$ cat config.mk
export PLATFORM = sky130hd
export DESIGN_NAME = ped_request_ctrl_flat
export DESIGN_NICKNAME = d
export VERILOG_FILES = /design/src/rtl/ped_request_ctrl_if.sv /design/src/rtl/ped_request_ctrl.sv /design/src/flat_wrapper.sv
export SDC_FILE = /design/constraint.sdc
export NUM_CORES = 1
export LEC_CHECK = 0
export ABC_AREA = 1
export BUFFER_PORTS_ARGS = -buffer_cell sky130_fd_sc_hd__buf_2
export CORE_MARGIN = 3
export CORE_UTILIZATION = 60
export DETAILED_ROUTE_END_ITERATION = 6
export PLACE_DENSITY = 0.84
export SYNTH_ARGS = -nofsm -noshare
export SYNTH_HDL_FRONTEND = slang
export SYNTH_SLANG_ARGS = --single-unit
$ cat constraint.sdc
create_clock -name clk -period 8.8 [get_ports clk]
set_clock_uncertainty 0.2 [all_clocks]
set_input_delay 2.2 -clock clk [delete_from_list [all_inputs] [get_ports clk]]
set_output_delay 2.2 -clock clk [all_outputs]
set_load 0.05 [all_outputs]
$ cat src/rtl/ped_request_ctrl_if.sv
// Walk-request handshake between the pedestrian conditioner and the sequencer.
// The requester (master) holds req as a level and receives a one-cycle ack pulse.
interface ped_request_ctrl_if;
  logic req;
  logic ack;

  modport master (output req, input ack);
  modport slave  (input req, output ack);
endinterface

$ cat src/rtl/ped_request_ctrl.sv
// Pedestrian push-button conditioner: sync, debounce, rising-edge detect, walk request FSM with hold-off.
// Optional blinking wait lamp is built only when PED_BLINK_EN is defined.
module ped_request_ctrl #(
  parameter logic [31:0] DB_CYCLES      = 32'd1000000,
  parameter logic [31:0] HOLDOFF_CYCLES = 32'd500000000,
  parameter logic [31:0] BLINK_CYCLES   = 32'd50000000
) (
  input  logic                clk,
  input  logic                rst,
  input  logic                btn_i,
  ped_request_ctrl_if.master  walk,
  output logic                pending_led_o,
  output logic [7:0]          press_cnt_o
);

  typedef enum logic [1:0] {
    IDLE    = 2'd0,
    PENDING = 2'd1,
    HOLDOFF = 2'd2
  } state_t;

  logic        syncA_q, syncB_q;
  logic [31:0] dbCnt_q;
  logic        dbState_q, dbStateDly_q;
  logic        press;

  state_t      state_q, state_d;
  logic [31:0] holdCnt_q, holdCnt_d;
  logic [7:0]  pressCnt_q, pressCnt_d;
  logic        reqInt;

  // A level is accepted only after DB_CYCLES consecutive cycles away from the current debounced state.
  always_ff @(posedge clk or posedge rst) begin
    if (rst) begin
      syncA_q      <= 1'b0;
      syncB_q      <= 1'b0;
      dbCnt_q      <= '0;
      dbState_q    <= 1'b0;
      dbStateDly_q <= 1'b0;
    end else begin
      syncA_q      <= btn_i;
      syncB_q      <= syncA_q;
      dbStateDly_q <= dbState_q;
      if (syncB_q == dbState_q) begin
        dbCnt_q <= '0;
      end else if (dbCnt_q == DB_CYCLES - 32'd1) begin
        dbState_q <= syncB_q;
        dbCnt_q   <= '0;
      end else begin
        dbCnt_q <= dbCnt_q + 32'd1;
      end
    end
  end

  assign press = dbState_q & ~dbStateDly_q;

  always_comb begin
    state_d    = state_q;
    holdCnt_d  = holdCnt_q;
    pressCnt_d = pressCnt_q;
    case (state_q)
      IDLE: begin
        if (press) begin
          state_d    = PENDING;
          pressCnt_d = pressCnt_q + 8'd1;
        end
      end
      PENDING: begin
        if (walk.ack) begin
          state_d   = HOLDOFF;
          holdCnt_d = '0;
        end
      end
      // Presses landing here are dropped, not queued, so vehicle phases cannot be starved.
      HOLDOFF: begin
        if (holdCnt_q == HOLDOFF_CYCLES - 32'd1) begin
          state_d   = IDLE;
          holdCnt_d = '0;
        end else begin
          holdCnt_d = holdCnt_q + 32'd1;
        end
      end
      default: state_d = IDLE;
    endcase
  end

  always_ff @(posedge clk or posedge rst) begin
    if (rst) begin
      state_q    <= IDLE;
      holdCnt_q  <= '0;
      pressCnt_q <= '0;
    end else begin
      state_q    <= state_d;
      holdCnt_q  <= holdCnt_d;
      pressCnt_q <= pressCnt_d;
    end
  end

  assign reqInt      = (state_q == PENDING);
  assign walk.req    = reqInt;
  assign press_cnt_o = pressCnt_q;

`ifdef PED_BLINK_EN
  logic [31:0] blinkCnt_q;
  logic        blinkDark_q;

  // Phase is stored as "dark" so its cleared value lights the lamp on the first cycle of req.
  always_ff @(posedge clk or posedge rst) begin
    if (rst) begin
      blinkCnt_q  <= '0;
      blinkDark_q <= 1'b0;
    end else if (state_q != PENDING || state_d != PENDING) begin
      blinkCnt_q  <= '0;
      blinkDark_q <= 1'b0;
    end else if (blinkCnt_q == BLINK_CYCLES - 32'd1) begin
      blinkCnt_q  <= '0;
      blinkDark_q <= ~blinkDark_q;
    end else begin
      blinkCnt_q <= blinkCnt_q + 32'd1;
    end
  end

  assign pending_led_o = reqInt & ~blinkDark_q;
`else
  logic unusedBlinkCfg;
  assign unusedBlinkCfg = ^BLINK_CYCLES;
  assign pending_led_o  = reqInt;
`endif

endmodule

$ cat src/flat_wrapper.sv
// flat-port wrapper written by rule: the top's interface ports become plain ports
module ped_request_ctrl_flat 
#(
  parameter logic [31:0] DB_CYCLES      = 32'd1000000,
  parameter logic [31:0] HOLDOFF_CYCLES = 32'd500000000,
  parameter logic [31:0] BLINK_CYCLES   = 32'd50000000
)
  (clk, rst, btn_i, pending_led_o, press_cnt_o, walk_req, walk_ack);
  ped_request_ctrl_if walk_i ();
  input  logic clk;
  input  logic rst;
  input  logic btn_i;
  output logic pending_led_o;
  output logic [7:0] press_cnt_o;
  output wire logic [$bits(walk_i.req)-1:0] walk_req;
  input wire logic [$bits(walk_i.ack)-1:0] walk_ack;
  assign walk_req = walk_i.req;
  assign walk_i.ack = walk_ack;
  ped_request_ctrl #(.DB_CYCLES(DB_CYCLES), .HOLDOFF_CYCLES(HOLDOFF_CYCLES), .BLINK_CYCLES(BLINK_CYCLES)) u_core (.clk(clk), .rst(rst), .btn_i(btn_i), .walk(walk_i), .pending_led_o(pending_led_o), .press_cnt_o(press_cnt_o));
endmodule
==> out/qor.log, run 1 <==
INFO  run_status     outcome=completed
INFO  power          p_seq_share=55.9%
INFO  finish         area_delta_synth_final=7.05%
INFO  critical_path  cp_max_fo=4
INFO  power          max-vdd-ir-drop=0.000117V
INFO  critical_path  worstSetupPathType=flop to output pin
INFO  synth          syn_area=4790µm²
INFO  critical_path  worstSetupStartpointType=flop
INFO  placement      gp_congestion=0.977
INFO  sta            fin_crit_sh=42.0%
INFO  die            die_h=95.4µm
INFO  sta            worst-slew-pin-transition=0.804ns
INFO  placement      port_buffers=13
INFO  global_route   antenna_found_initial=0
INFO  detailed_routing drt_drc_violations_left=0
INFO  sta            final.hold.worst_slack=0.171ns
INFO  die            die_width=95.4µm
INFO  clock_tree     post_cts_setup_buffers=0
INFO  critical_path  worst-endpoint-required=6.40ns
INFO  power          p_leak=2.46nW
INFO  detailed_routing drt_pre_antenna_iters=6
INFO  clock_tree     cts_tree=built
INFO  global_route   first_global_vias=4059
INFO  clock_tree     cts_hold_buf=0
INFO  sta            headroom_to_the_max_slew_limit=46.3%
INFO  critical_path  worst_path_most_repeated_cell=inv_1
INFO  detailed_routing postRouteWirelength=11800µm
INFO  power          cell_internal_pwr=487µW
INFO  die            ios=14
INFO  sta            finalSetupViolCount=0
INFO  global_route   grt_start_max_net_pins=62
INFO  finish         nNetsFinal=735
INFO  critical_path  startpoint=u_core.state_q[1]
INFO  power          p_per_area=127nW/µm²
INFO  critical_path  reg2reg_from=u_core.holdCnt_q[0]
INFO  critical_path  crit_path_dat=1.30ns
INFO  die            core_area=7490µm²
INFO  detailed_routing via_per_inst=5.50
INFO  clock_tree     postCtsResizedCells=0
INFO  sta            period_minus_slack=3.70ns
INFO  synth          post_synth_inst_count=712
INFO  synth          synth_top_cell_by_area=dfrtp_1
INFO  critical_path  reg2reg_to=u_core.holdCnt_q[19]
INFO  die            initial_standard_cell_utilization_of_the_core=64.0%
INFO  clock_tree     worstSkewPairLatency=0.36ns
INFO  critical_path  timing.critical_path.slowest_cell_delay=0.36ns
INFO  detailed_routing num_vias=4575
INFO  clock_tree     cts-buffers-inserted=9
INFO  critical_path  setup.reg_to_reg.worst_slack=6.43ns
INFO  finish         n_antenna_cell=0
INFO  power          pwr-share-clk=40.3%
INFO  die            rows=31
INFO  sta            final_hold_viols=0
INFO  detailed_routing initialDrtViolationCount=372
INFO  synth          synth.top_cells.by_area=dfrtp_1 (41%), nand2_1 (18%), nor2_1 (12%)
INFO  hold_path      kind_of_path_behind_the_tightest_hold_check=flop to flop
INFO  clock_tree     cts.htree.levels=3
INFO  sta            setup-tns-final=0ns
INFO  global_route   gr-total-overflow=0
INFO  placement      detailedPlacementHpwl=8880µm
INFO  finish         drive_above_1_share=7.50%
INFO  synth          yosys_top_cell_area_share=40.7%
INFO  synth          yosysWarnings=0
INFO  power          share_comb_of_total_power=3.8%
INFO  synth          synthesized_area_per_cell=6.73µm²
INFO  critical_path  end_kind=output pin
INFO  clock_tree     clkSlewWorstSetupHoldPaths=0.08ns
INFO  critical_path  capture_point_of_the_worst_path=walk_req
INFO  die            die-area=9100µm²
INFO  detailed_routing detail-route-antenna-nets=0
INFO  synth          synth_sequential_area_ratio=40.7%
INFO  critical_path  path_cells=inv_1 -> nand2_1 -> inv_1 -> buf_2
INFO  power          netSwitchingFraction=25.3%
INFO  clock_tree     number_of_sinks_handled_by_clock_tree_synthesis=78
INFO  sta            drv_slew=0
INFO  job            cap_viol_max_count=0
INFO  synth          ys_seq_elements=78
INFO  synth          synth.net_count=719
INFO  sta            fmax=271MHz
INFO  clock_tree     maximum_root_to_sink_buffer_count=2
INFO  clock_tree     ctsRootBufferMaster=clkbuf_8
INFO  critical_path  cell_with_the_biggest_individual_delay_on_the_critical_path=dfrtp_1
INFO  sta            grt_setup_unrepaired=no
INFO  hold_path      worst_hold_startpoint=u_core.syncA_q
INFO  detailed_routing drt-wirelength-per-cell=14.1µm
INFO  synth          synth.distinct_cells=29
INFO  global_route   grt_pass1_wl=19700µm
INFO  critical_path  worst-r2r-cell-count=8
INFO  finish         fillers=645
INFO  global_route   grt_usage=28.1%
INFO  power          net-switching-power=165µW
## layout make-up
type / instances / area [µm²] / share of cell area, %
multi-input combinational: 547 / 2500 / 48.6
sequential: 78 / 1950 / 38.0
inverter: 78 / 294 / 5.73
clock buffer: 11 / 151 / 2.95
tap: 99 / 124 / 2.41
timing repair buffer: 14 / 72.6 / 1.41
clock inverter: 5 / 41.3 / 0.805
## sequential cells by signal, indices dropped and copies added, names as in the netlist
| name | count |
|---|---|
| u_core.dbCnt_q | 32 |
| u_core.dbStateDly_q | 1 |
| u_core.dbState_q | 1 |
| u_core.holdCnt_q | 32 |
| u_core.press_cnt_o | 8 |
| u_core.state_q | 2 |
| u_core.syncA_q | 1 |
| u_core.syncB_q | 1 |
## power groups by stage
| stage | clock, mW | sequential (mW) | combinational (mW) |
|---|---|---|---|
| after floorplan | 0 | 0.371 | 0.0183 |
| after global placement | 0 | 0.371 | 0.0245 |
| after detailed placement | 0 | 0.372 | 0.0252 |
| after CTS | 0.267 | 0.364 | 0.0251 |
| after global routing | 0.284 | 0.365 | 0.0285 |
| final | 0.263 | 0.364 | 0.0246 |
## worst max-delay path, delay by kind of cell (launching register included)
kind                   cells  cell delay, ns
buffers and inverters      3            0.45
flip-flops                 1            0.36
AND/OR/NAND/NOR            1            0.12
## Yosys cell counts, drive strengths merged
cell	number
nand2	239
a21oi	3
buf	6
inv	78
dfrtp	78
nand3b	1
xnor2	11
o21ai	20
ha	3
clkbuf	3
or2	1
nand3	56
xor2	18
nand4	20
nor3	16
nor2	158
o21bai	1
## worst min path at each step
stage	endpoint	slack (ns)	cells past startpoint
2_1_floorplan	u_core.syncB_q	0.13	0
3_3_place_gp	u_core.syncB_q	0.15	0
3_5_place_dp	u_core.syncB_q	0.15	0
4_1_cts	u_core.syncB_q	0.18	0
5_1_grt	u_core.syncB_q	0.19	0
6_report	u_core.syncB_q	0.17	0
## stage by stage
step           worst slack (ns)  cells  utilization (%)  cell area [µm²]  power, mW
2_1_floorplan              4.40    712                -             4790      0.389
3_3_place_gp               5.09    816             66.0             4940      0.396
3_5_place_dp               5.05    816             66.0             4940      0.397
4_1_cts                    5.09    832             68.5             5130      0.656
5_1_grt                    4.99    832             68.5             5130      0.677
6_report                   5.10    832             68.5             5130      0.652
## layout by cell type, fill, tap and decap left out, types with 2 or more instances in the layout
cell | netlist | final
nand2_2 | 6 | 6
nor2_1 | 147 | 147
ha_1 | 3 | 3
nand2_1 | 233 | 233
nand4_1 | 20 | 20
o21ai_0 | 11 | 11
clkinvlp_4 | 0 | 2
clkinv_4 | 0 | 2
inv_2 | 2 | 2
xnor2_1 | 11 | 11
clkbuf_8 | 0 | 11
inv_1 | 76 | 75
dfrtp_1 | 78 | 78
nor2_4 | 5 | 5
nand3_1 | 56 | 56
nor3_2 | 2 | 2
xor2_1 | 18 | 18
buf_2 | 2 | 13
nor3_1 | 14 | 14
a21oi_1 | 2 | 2
nor2_2 | 6 | 6
o21ai_1 | 8 | 8
## cell families after synthesis
logic type	synth area share, %
buf+inv	7.20
simple gates	43.1
fa+ha+maj	0.783
xor+xnor	5.30
flops	40.7
compound gates	2.87
## per-layer routing
| metal | up-vias | track usage [%] | part of all wire (%) |
|---|---|---|---|
| met2 | 209 | 39.3 | 40 |
| met3 | 19 | 7.89 | 10 |
| li1 | 2243 | - | - |
| met4 | 0 | 7.11 | 1.3 |
| met5 | - | 0 | 0 |
| met1 | 2104 | 42.7 | 48 |
(Power assumes the default switching activity.)
==> run 2: changes to the inputs <==
- clock period: 8.8 -> 3.6 ns (I/O delays scaled with it)
==> run 2 against run 1 <==
Net effect: power grew 150%; final area is essentially flat; worst hold slack got worse by 0.0055 ns; combinational power increased to 2.5 times the previous value; sequential power rose by 140%; largest cell class unchanged; highest routed layer unchanged.
==> out/qor.log, run 2 (synthesized netlist as in run 1, its figures left out) <==
INFO  power          net-switching-power=393µW [was 165 µW]
INFO  power          share_comb_of_total_power=3.8% [about the same]
INFO  sta            fmax=422MHz
INFO  clock_tree     ctsRootBufferMaster=clkbuf_8 [unchanged]
INFO  clock_tree     postCtsResizedCells=0 [unchanged]
INFO  global_route   grt_usage=28.7% [was 28.1%]
INFO  clock_tree     number_of_sinks_handled_by_clock_tree_synthesis=78 [unchanged]
INFO  detailed_routing drt_drc_violations_left=0 [unchanged]
INFO  detailed_routing drt_pre_antenna_iters=5 [was 6]
INFO  sta            drv_slew=0 [unchanged]
INFO  power          p_per_area=313nW/µm² [was 127 nW/µm²]
INFO  clock_tree     clkSlewWorstSetupHoldPaths=0.08ns [about the same]
INFO  global_route   antenna_found_initial=0 [unchanged]
INFO  power          p_leak=2.46nW [about the same]
INFO  finish         area_delta_synth_final=7.15% [was 7.05%]
INFO  placement      port_buffers=13 [unchanged]
INFO  clock_tree     worstSkewPairLatency=0.36ns [about the same]
INFO  critical_path  worstSetupPathType=flop to output pin [unchanged]
INFO  hold_path      kind_of_path_behind_the_tightest_hold_check=flop to flop [unchanged]
INFO  sta            grt_setup_unrepaired=no [unchanged]
INFO  global_route   first_global_vias=4224 [was 4059]
INFO  placement      gp_congestion=1.10 [was 0.977]
INFO  finish         fillers=637 [was 645]
INFO  detailed_routing num_vias=4686 [was 4575]
INFO  clock_tree     cts_tree=built [unchanged]
INFO  critical_path  worst_path_most_repeated_cell=inv_1 [unchanged]
INFO  detailed_routing drt-wirelength-per-cell=14.3µm [was 14.1 µm]
INFO  critical_path  path_cells=inv_1 -> nand2_1 -> inv_1 -> buf_2 [unchanged]
INFO  sta            setup-tns-final=0ns [unchanged]
INFO  die            initial_standard_cell_utilization_of_the_core=64.0% [unchanged]
INFO  run_status     outcome=completed [unchanged]
INFO  finish         nNetsFinal=736 [was 735]
INFO  finish         layout_common_cells=nand2_1 (233), nor2_1 (147), dfrtp_1 (78), inv_1 (75), nand3_1 (56) [unchanged]
INFO  sta            setup_slack=1.23ns [was 5.10 ns]
INFO  clock_tree     cts_hold_buf=0 [unchanged]
INFO  critical_path  timing.critical_path.slowest_cell_delay=0.36ns [about the same]
INFO  placement      detailedPlacementHpwl=8810µm [was 8880 µm]
INFO  die            ios=14 [unchanged]
INFO  clock_tree     post_cts_setup_buffers=0 [unchanged]
INFO  detailed_routing initialDrtViolationCount=435 [was 372]
INFO  critical_path  worst-endpoint-required=2.50ns [was 6.40 ns]
INFO  critical_path  crit_path_dat=1.27ns [was 1.30 ns]
INFO  critical_path  worstSetupStartpointType=flop [unchanged]
INFO  die            die-area=9100µm² [unchanged]
INFO  critical_path  cell_with_the_biggest_individual_delay_on_the_critical_path=dfrtp_1 [unchanged]
INFO  die            core_area=7490µm² [unchanged]
INFO  placement      numPlacedInstances=817 [was 816]
INFO  job            cap_viol_max_count=0 [unchanged]
INFO  placement      preCtsSetupSlack=1.18ns [was 5.05 ns]
INFO  sta            final_hold_viols=0 [unchanged]
INFO  sta            finalSetupViolCount=0 [unchanged]
INFO  detailed_routing postRouteWirelength=11900µm [was 11800 µm]
INFO  critical_path  end_kind=output pin [unchanged]
INFO  finish         multiInputGateArea=2500µm² [unchanged]
INFO  power          p_seq_share=55.4% [was 55.9%]
INFO  power          netSwitchingFraction=24.4% [was 25.3%]
INFO  detailed_routing via_per_inst=5.63 [was 5.50]
INFO  finish         register_area=1950µm² [unchanged]
INFO  clock_tree     maximum_root_to_sink_buffer_count=2 [unchanged]
INFO  critical_path  cp_max_fo=4 [unchanged]
INFO  die            die_width=95.4µm [unchanged]
INFO  finish         drive_above_1_share=7.49% [was 7.50%]
INFO  global_route   grt_start_max_net_pins=47 [was 62]
INFO  clock_tree     cts-buffers-inserted=9 [unchanged]
INFO  die            rows=31 [unchanged]
INFO  sta            period_minus_slack=2.37ns
INFO  power          cell_internal_pwr=1.22mW [was 487 µW]
INFO  clock_tree     cts.htree.levels=3 [unchanged]
INFO  sta            fin_crit_sh=65.8%
INFO  power          pwr-share-clk=40.8% [was 40.3%]
INFO  sta            worst-slew-pin-transition=0.786ns [was 0.804 ns]
INFO  global_route   grt_pass1_wl=20200µm [was 19700 µm]
INFO  finish         n_antenna_cell=0 [unchanged]
INFO  sta            headroom_to_the_max_slew_limit=47.6% [was 46.3%]
INFO  finish         instances_no_fill=833 [was 832]
INFO  detailed_routing detail-route-antenna-nets=0 [unchanged]
INFO  finish         mostFrequentLayoutCell=nand2_1 [unchanged]
INFO  die            die_h=95.4µm [unchanged]
INFO  power          max-vdd-ir-drop=0.000181V [was 0.000117 V]
INFO  global_route   gr-total-overflow=0 [unchanged]
-- run 2: changes by cell type in the layout (fill, tap and decap cells not counted), sizes merged --
cell,previous run,this run
buf,14,15
clkinvlp,2,3
inv,78,77
clkbuf,11,10
bufinv,0,1
-- run 2: cell type report --
cell class,instances,area share [%]
Clock buffer,10,2.48
Clock inverter,6,1.22
Inverter,78,5.72
Multi-Input combinational cell,547,48.6
Sequential cell,78,38.0
Tap cell,99,2.41
Timing Repair Buffer,15,1.56
-- run 2: routing by layer --
metal | vias to the layer above | track usage, % | part of all wire (%)
met2 | 241 | 42.8 | 43
met5 | - | 0 | 0
li1 | 2246 | - | -
met3 | 17 | 6.55 | 11
met1 | 2182 | 42.2 | 44
met4 | 0 | 7.35 | 1.2
-- run 2: worst paths after layout --
check	startpoint	to	slack [ns]	cells after the start
max reg2reg	u_core.holdCnt_q[0]	u_core.holdCnt_q[19]	1.29	8
min	u_core.syncA_q	u_core.syncB_q	0.17	0
min in group asynchronous	rst	u_core.dbCnt_q[25]	0.45	2
max in group asynchronous	rst	u_core.holdCnt_q[19]	2.03	3
min reg2reg	u_core.syncA_q	u_core.syncB_q	0.17	0
max	u_core.state_q[1]	walk_req	1.23	4
-- run 2: per-stage QoR --
| stage | power, mW | hold WS (ns) | utilization (%) | cell area, µm² |
|---|---|---|---|---|
| 6_report | 1.61 | 0.165 | 68.6 | 5140 |
| 5_1_grt | 1.67 | 0.177 | 68.6 | 5140 |
| 4_1_cts | 1.61 | 0.172 | 68.6 | 5140 |
| 3_5_place_dp | 0.970 | 0.145 | 66.1 | 4950 |
| 3_3_place_gp | 0.968 | 0.145 | 66.1 | 4950 |
| 2_1_floorplan | 0.951 | 0.131 | - | 4790 |
-- run 2: worst max-delay path, delay by kind of cell, from the launching register on --
kind	cells	cell delay, ns
buffers and inverters	3	0.44
flip-flops	1	0.36
AND/OR/NAND/NOR	1	0.11
-- run 2: power groups by stage --
stage	Sequential, mW	Combinational (mW)	Clock [mW]
finish	0.891	0.0619	0.656
global route	0.892	0.0711	0.708
CTS	0.891	0.0624	0.661
detailed placement	0.908	0.0617	0
global placement	0.908	0.0600	0
floorplan	0.906	0.0448	0
